### config.mk
export PLATFORM = sky130hd
export DESIGN_NAME = ext_sram_ctrl
export DESIGN_NICKNAME = d
export VERILOG_FILES = /design/src/rtl/ext_sram_ctrl.sv
export SDC_FILE = /design/constraint.sdc
export NUM_CORES = 1
export LEC_CHECK = 0
export ABC_CLOCK_PERIOD_IN_PS = 5100
export CORE_MARGIN = 1
export CORE_UTILIZATION = 55
export CTS_CLUSTER_DIAMETER = 120
export DETAILED_ROUTE_END_ITERATION = 7
export PLACE_DENSITY_LB_ADDON = 0.08
export SKIP_CTS_REPAIR_TIMING = 1
export SLEW_MARGIN = 20
export SYNTH_ARGS = -nofsm -noshare
export SYNTH_HDL_FRONTEND = slang
export SYNTH_SLANG_ARGS = --single-unit
export TNS_END_PERCENT = 1
### constraint.sdc
create_clock -name clk -period 5.1 [get_ports clk]
set_input_delay 1.53 -clock clk [delete_from_list [all_inputs] [get_ports clk]]
set_output_delay 1.53 -clock clk [all_outputs]
set_load 0.01 [all_outputs]
### src/rtl/ext_sram_ctrl.sv
// ext_sram_ctrl
//   Controller for an external byte-wide SRAM that sits behind two '373-style
//   address latches on a shared 8-bit bus. It turns single-cycle byte or word
//   requests into latch, read and write strobe sequences, with programmable
//   wait states. The last latched address bytes are cached, so repeated
//   accesses skip redundant latch cycles.
//
// Ports
//   clk, rst_n          clock, asynchronous active-low reset
//   req, we, word       command strobe (sampled only in IDLE), write select,
//                       16-bit access select
//   addr [ADDR_W-1:0]   byte address (addr[0] is ignored for word access)
//   wdata[15:0]         write data (a byte access uses [7:0])
//   rdata[15:0], ack    read data and its one-cycle completion pulse
//   busy                high whenever the controller is not idle
//   bus_dout, bus_oe    shared bus output and its drive enable
//   bus_din             shared bus input
//   lal, lah            low/high address latch strobes (active high)
//   bh                  external address bit 0
//   oeb, web            SRAM output/write enables (active low)
module ext_sram_ctrl #(
  parameter int ADDR_W    = 16,
  parameter int RD_WAIT   = 0,
  parameter int WR_WAIT   = 0,
  parameter int LAT_CACHE = 1
) (
  input  logic              clk,
  input  logic              rst_n,
  input  logic              req,
  input  logic              we,
  input  logic              word,
  input  logic [ADDR_W-1:0] addr,
  input  logic [15:0]       wdata,
  output logic [15:0]       rdata,
  output logic              ack,
  output logic              busy,
  output logic [7:0]        bus_dout,
  output logic              bus_oe,
  input  logic [7:0]        bus_din,
  output logic              lal,
  output logic              lah,
  output logic              bh,
  output logic              oeb,
  output logic              web
);

  typedef enum logic [2:0] {
    S_IDLE, S_LATL, S_LATH, S_RD, S_WR, S_WH, S_DONE
  } state_t;

  state_t state, state_nx, acc_st;

  logic [ADDR_W-1:0] a_q, a_cur;
  logic [15:0]       wd_q, wd_cur, a_sh;
  logic              we_q, word_q, we_cur, word_cur;
  logic [3:0]        cnt, cnt_nx;
  logic              bi, bi_nx, byte_sel;
  logic [7:0]        rlo;
  logic              lo_v, hi_v;
  logic [7:0]        lo_c, hi_c, lo_b, hi_b;
  logic              need_lo, need_hi, idle, rd_last;

  logic       lal_nx, lah_nx, oeb_nx, web_nx, oe_nx, bh_nx, ack_nx;
  logic [7:0] dout_nx;

  // Outputs are registered from the next state, so in IDLE the live request
  // inputs must be used instead of the not-yet-captured copies.
  always_comb begin
    idle     = (state == S_IDLE);
    a_cur    = idle ? {addr[ADDR_W-1:1], addr[0] & ~word} : a_q;
    wd_cur   = idle ? wdata : wd_q;
    we_cur   = idle ? we    : we_q;
    word_cur = idle ? word  : word_q;
    a_sh     = 16'(a_cur >> 1);
    lo_b     = a_sh[7:0];
    hi_b     = a_sh[15:8];
    need_lo  = !((LAT_CACHE != 0) && lo_v && (lo_c == lo_b));
    need_hi  = !((LAT_CACHE != 0) && hi_v && (hi_c == hi_b));
    acc_st   = we_cur ? S_WR : S_RD;
    rd_last  = (state == S_RD) && (cnt == 4'(RD_WAIT));

    state_nx = state;
    cnt_nx   = cnt;
    bi_nx    = bi;
    case (state)
      S_IDLE: if (req) begin
        cnt_nx = '0;
        bi_nx  = 1'b0;
        if (need_lo)      state_nx = S_LATL;
        else if (need_hi) state_nx = S_LATH;
        else              state_nx = acc_st;
      end
      S_LATL: state_nx = need_hi ? S_LATH : acc_st;
      S_LATH: state_nx = acc_st;
      S_RD: begin
        if (rd_last) begin
          cnt_nx = '0;
          if (word_q && !bi) bi_nx = 1'b1;
          else               state_nx = S_DONE;
        end else begin
          cnt_nx = cnt + 4'd1;
        end
      end
      S_WR: begin
        if (cnt == 4'(WR_WAIT)) begin
          cnt_nx   = '0;
          state_nx = S_WH;
        end else begin
          cnt_nx = cnt + 4'd1;
        end
      end
      S_WH: begin
        if (word_q && !bi) begin
          bi_nx    = 1'b1;
          state_nx = S_WR;
        end else begin
          state_nx = S_DONE;
        end
      end
      S_DONE:  state_nx = S_IDLE;
      default: state_nx = S_IDLE;
    endcase

    byte_sel = word_cur ? bi_nx : a_cur[0];
    lal_nx   = 1'b0;
    lah_nx   = 1'b0;
    oeb_nx   = 1'b1;
    web_nx   = 1'b1;
    oe_nx    = 1'b0;
    bh_nx    = 1'b0;
    ack_nx   = 1'b0;
    dout_nx  = '0;
    case (state_nx)
      S_LATL: begin oe_nx = 1'b1; dout_nx = lo_b; lal_nx = 1'b1; end
      S_LATH: begin oe_nx = 1'b1; dout_nx = hi_b; lah_nx = 1'b1; end
      S_RD:   begin bh_nx = byte_sel; oeb_nx = 1'b0; end
      S_WR, S_WH: begin
        oe_nx   = 1'b1;
        bh_nx   = byte_sel;
        dout_nx = (word_cur && bi_nx) ? wd_cur[15:8] : wd_cur[7:0];
        web_nx  = (state_nx != S_WR);
      end
      S_DONE:  ack_nx = 1'b1;
      default: ;
    endcase
  end

  always_ff @(posedge clk or negedge rst_n) begin
    if (!rst_n) begin
      state    <= S_IDLE;
      cnt      <= '0;
      bi       <= 1'b0;
      a_q      <= '0;
      wd_q     <= '0;
      we_q     <= 1'b0;
      word_q   <= 1'b0;
      rlo      <= '0;
      lo_v     <= 1'b0;
      hi_v     <= 1'b0;
      lo_c     <= '0;
      hi_c     <= '0;
      rdata    <= '0;
      ack      <= 1'b0;
      busy     <= 1'b0;
      bus_dout <= '0;
      bus_oe   <= 1'b0;
      lal      <= 1'b0;
      lah      <= 1'b0;
      bh       <= 1'b0;
      oeb      <= 1'b1;
      web      <= 1'b1;
    end else begin
      state    <= state_nx;
      cnt      <= cnt_nx;
      bi       <= bi_nx;
      ack      <= ack_nx;
      busy     <= (state_nx != S_IDLE);
      bus_dout <= dout_nx;
      bus_oe   <= oe_nx;
      lal      <= lal_nx;
      lah      <= lah_nx;
      bh       <= bh_nx;
      oeb      <= oeb_nx;
      web      <= web_nx;
      if (idle && req) begin
        a_q    <= a_cur;
        wd_q   <= wdata;
        we_q   <= we;
        word_q <= word;
      end
      if (state == S_LATL) begin
        lo_v <= 1'b1;
        lo_c <= lo_b;
      end
      if (state == S_LATH) begin
        hi_v <= 1'b1;
        hi_c <= hi_b;
      end
      // rdata changes only on the edge that raises ack for a read.
      if (rd_last) begin
        if (word_q && !bi) rlo   <= bus_din;
        else if (word_q)   rdata <= {bus_din, rlo};
        else               rdata <= {8'h00, bus_din};
      end
    end
  end

endmodule

# Word level (Yosys, flattened, before mapping)

Index checks and enable logic that the tools add are counted.
W data, S select, Z words.

Add/subtract/negate cells: 1
Eq/ne operators: 15
Mux-type cells: 32
Bitwise gates (word level): 3
Reduce and logical (&&, ||, !) cells: 17

Operators by type and width:

| cell                  | count |
|---|---|
| $mux W16              | 3 |
| $pmux W8 S3           | 1 |
| $mux W3               | 7 |
| $pmux W3 S6           | 1 |
| $eq A3 B3 Y1 const B  | 5 |
| $mux W1               | 13 |
| $eq A3 B2 Y1 const B  | 4 |
| $mux W4               | 3 |
| $pmux W4 S3           | 1 |
| $eq A8 B8 Y1          | 1 |
| $mux W8               | 1 |
| $eq A7 B7 Y1          | 1 |
| $eq A3 B1 Y1 const B  | 2 |
| $logic_and A1 B1 Y1   | 6 |
| $reduce_and A2 Y1     | 3 |
| $reduce_bool A3 Y1    | 2 |
| $add A4 B1 Y4 const B | 1 |
| $logic_not A4 Y1      | 1 |
| $reduce_or A4 Y1      | 1 |
| $logic_not A3 Y1      | 1 |
| $ne A3 B3 Y1 const B  | 1 |
| $pmux W1 S3           | 1 |
| $reduce_or A3 Y1      | 1 |
| $mux W2               | 1 |
| 5 further kinds       | 6 |

Bits in registers: 99
Bits of input ports: 45
Output and inout bits: 32
Word-level logic and storage cells: 90

# Logic depth before layout (Yosys ltp)

Word-level depth: 12
Depth in mapped cells: 13
Depth with buffers taken out: 10

# Worst setup path after synthesis

Ideal clock, no wire load.

Path type: input-to-reg
Start point: input port req
End point: register bus_dout[0]
Library setup time: 141 ps
Arrival time: 3204 ps
Data required time: 4959 ps
Path slack: 1755 ps
Cell stages on the path: 8
Path buffers: 1
Cell sequence: and2_1 -> clkbuf_1 -> o21ai_0 -> o21a_1 -> a21boi_1 -> mux4_2 -> nand3_1 -> o221ai_1

Longest elaborated chain between the ends: 5
Elaborated cells on any way between the ends: 12
Those cells by class: 4 x eq/ne; 6 x mux; 2 x reduce/logical

Ends and longest elaborated chain:

| element              | line | text |
|---|---|---|
| from (decl)          | 29   | `input logic req,` |
| $mux W1              | 86   | `S_IDLE: if (req) begin` |
| $pmux W1 S3          | 85   | `case (state)` |
| named net bi_nx      | 57   | `logic bi, bi_nx, byte_sel;` |
| $logic_and A1 B1 Y1  | 140  | `dout_nx = (word_cur && bi_nx) ? wd_cur[15:8] : wd_cur[7:0];` |
| $mux W8              | 140  |  |
| $pmux W8 S3          | 133  | `case (state_nx)` |
| named net dout_nx[0] | 64   | `logic [7:0] dout_nx;` |
| to (signal assigned) | 178  | `bus_dout <= dout_nx;` |
| to (decl)            | 37   | `output logic [7:0] bus_dout,` |

The timed path passes the listed nets, and every way through them passes these cells.
A chain may end at the register's enable or synchronous reset.

# Worst setup path in the final report

Start point: input port addr[5]
End point: register bus_dout[1]

Longest elaborated chain between the ends: 9
Elaborated cells on any way between the ends: 12
Those cells by class: 5 x eq/ne; 5 x mux; 2 x reduce/logical

Ends and longest elaborated chain:

| element               | line | text |
|---|---|---|
| from (decl)           | 32   | `input logic [ADDR_W-1:0] addr,` |
| $mux W16 *            | 70   | `a_cur = idle ? {addr[ADDR_W-1:1], addr[0] & ~word} : a_q;` |
| $eq A8 B8 Y1 *        | 77   | `need_lo = !((LAT_CACHE != 0) && lo_v && (lo_c == lo_b));` |
| $logic_and A1 B1 Y1 * | 77   |  |
| $mux W3 *             | 89   | `if (need_lo) state_nx = S_LATL;` |
| $mux W3 *             | 86   |  |
| $pmux W3 S6 *         | 85   |  |
| $eq A3 B3 Y1          | 133  |  |
| $reduce_or A2 Y1      | 133  |  |
| $pmux W8 S3 *         | 133  |  |
| named net dout_nx[1]  | 64   |  |

Mark *: on every way through the listed nets, which the timed path passes. The rest lies on a longest branch.

==> key figures <==
Timing
  • Final WS setup: 1.24 ns
  • Fin Setup TNS: 0 ns
  • Minimum clock period: 3.86 ns
  • Final hold violation count: 0
  • Hold_ws: 0.474 ns
  • Skew final: about 0.014 ns
  • RSZ-0062 raised after global routing: no
  • Fmax: 0.259 GHz
  • Period utilization: 0.758
  • Final Slew Violations: 0
  • Worst-Margin Slew: ~0.85 ns
  • Slew HR: 0.432
  • # setup viols final: 0

Route
  • Vias after detailed routing: ~3.7k
  • Drt pass-1 iters: 4
  • Post-DR vias/cell: around 5.6
  • Final ANT Viol Nets: 0
  • WL per Instance: about 16 um
  • Post-route DRC: 0
  • 1st-iter DRT viols: 139
  • WL final: 10700 um

Cells and area
  • Fin nets: 590
  • Share of cells above drive strength 1: 0.102
  • Reg area: approximately 2500 um^2
  • # fillers: 661
  • Final core occ: 0.695
  • Number of inserted diodes: 0
  • Multi-input combinational cell area: 2150 um^2
  • Area growth syn-to-layout: 21.0%

Synth
  • Post-synth cell types: 53
  • Cell with the most instances after synthesis: nand2_1
  • Synthesis-stage register bit count: ~100
  • Ranking of synthesized cells by area: dfrtp_1 51%, nand2_1 9.4%, mux2i_1 4.8%
  • Number of enable flip-flop cells after synthesis: 0
  • Ys flop type: dfrtp_1
  • Synthesized area per cell: 10.1 um^2
  • Synthesis Warnings: 0
  • Post-Syn Nets: 520
  • Cells after Synth: about 470
  • Post-synth top area share: 0.507
  • Part of the Yosys area used for sequential elements: 0.518
  • Cell taking the most area after synthesis: dfrtp_1
  • Top cells by count, synth: 120 x nand2_1, 97 x dfrtp_1, 31 x o21ai_0
  • Post-synth ARST share: 1.00
  • Post-Syn Area: 4790 um^2

Placement
  • I/O Buffers: 76
  • GPL Wtd Cong: 0.881
  • DP Worst Slack: roughly 0.88 ns
  • DPL Wire Length: about 7700 um

Worst setup path
  • Crit Path Category: in2reg
  • CP top delay family: compound AO/OA/AOI/OAI gates
  • Slowest stage delay, CP: ~0.58 ns
  • Critical Path AT: 4.12 ns
  • Cells along the critical path: clkdlybuf4s50_1 > xnor2_1 > nand3_1 > a22oi_1 > and4_1 > a21oi_1 > a32o_1 > or3_1 > o221ai_1
  • Crit path capture type: flip-flop
  • CP max FO: 20
  • Slowest CP cell: or3_1
  • Setup crit start kind: input port
  • Buf/Inv on CP: 1
  • Req. time, crit path: 5.36 ns

Clocking
  • CTS root buffer: clkbuf_8
  • CTS tree: done
  • H-tree levels: 3
  • Clock sinks: 99
  • CTS Buffer Depth: 2
  • CTS buffer count: 9
  • Worst-path clk slew: 0.10 ns
  • Clk Latency, worst-skew pair: 0.36 ns

Die
  • Die Y: 95.3 um
  • Site Rows: 33
  • IO Count: 77
  • Core footprint: between 8000 and 9000 um^2
  • Starting Density: 0.574
  • Die Area: 9090 um^2
  • Die span in x: about 95 um

Worst hold path
  • Hold Path Class: reg2reg

GRT
  • Initial antenna violation count: 0
  • Largest net degree at the start of global routing: 85
  • Total track usage: 0.254
  • Vias in the first global route: 3608
  • Total grt overflow: 0
  • Global-route wire length before repair: 17400 um

Job
  • Max Cap Viol: 0

Pwr
  • Leakage: 2.62 nW
  • Pwr dens: roughly 600 nW/um^2
  • Worst VDD drop: just under 0.3 mV

Status
  • Status: completed
layer usage:
layer | global-route usage | wire [um] | vias to the layer above
li1 | - | - | 1763
met1 | 0.333 | 4690 | 1793
met2 | 0.432 | 5250 | 111
met3 | 0.0303 | 542 | 15
met4 | 0.0960 | 224 | 0
met5 | 0 | 0 | -
placed cells by master, fill, tap and decap left out, types with 4 or more instances in the layout:
master and count:
o221ai_1 9, and2_1 4, mux2i_1 23, xnor2_1 9, nand2_1 120, dfrtp_1 97, inv_1 10, mux2_2 13
clkbuf_8 9, or3_1 6, a21oi_1 13, clkdlybuf4s50_1 75, buf_4 8, nand2b_1 18, mux4_2 8, nand3_1 20
nor2_1 16, o21ai_0 31, xor2_1 4
sequential cells by signal, summed over array words and instances, names as in the netlist, 3 cells and up:
name and count:
hi_c 7, rdata 16, a_q 16, lo_c 8, rlo 8, cnt 4, bus_dout 8, state 3
wd_q 16
final timing paths:
kind / start / end / slack (ns) / cells past startpoint
max: addr[5] / bus_dout[1] / 1.24 / 9
min: rdata[13] / rdata[13] / 0.47 / 2
max reg2reg: state[0] / bus_dout[1] / 1.40 / 9
min reg2reg: rdata[13] / rdata[13] / 0.47 / 2
max in group asynchronous: rst_n / bus_dout[1] / 3.13 / 2
min in group asynchronous: rst_n / cnt[0] / 1.19 / 1
stage by stage:
stage	area (um^2)	power, mW	std cells
after floorplan	4790	2.54	473
after global placement	5610	3.00	637
after detailed placement	5610	3.07	637
after CTS	5800	3.54	653
after global routing	5800	3.79	653
final	5800	3.53	653
area by class of cell:
class                           count  area share
Clock buffer                        9      0.0214
Clock inverter                      7     0.00992
Inverter                           10     0.00647
Multi-Input combinational cell    339       0.370
Sequential cell                    99       0.428
Tap cell                          105      0.0227
Timing Repair Buffer               84       0.142
worst register-to-register path: stages, from the launching register on:
cell,delay [ns]
dfrtp_1,0.63
or3_1,0.67
buf_4,0.37
mux2i_4,0.30
nand2_1,0.08
o211a_1,0.14
and3_4,0.18
a32o_1,0.40
or3_1,0.59
o221ai_1,0.25
cell families after synthesis:
logic type,share of synthesized area
AOI/OAI and AO/OA,0.0995
xor gates and xnor gates,0.0238
adders and majority gates,0.00522
buffers and inverters,0.0353
DFF,0.518
muxes,0.126
and+or+nand+nor,0.193
power breakdown:
part           switching [mW]  leakage (nW)  internal, mW
clock                   0.289        0.0881         0.184
combinational           0.875          1.30         0.800
sequential              0.265          1.23          1.11
total                    1.43          2.62          2.10
Power figures use the tool's default switching activity.
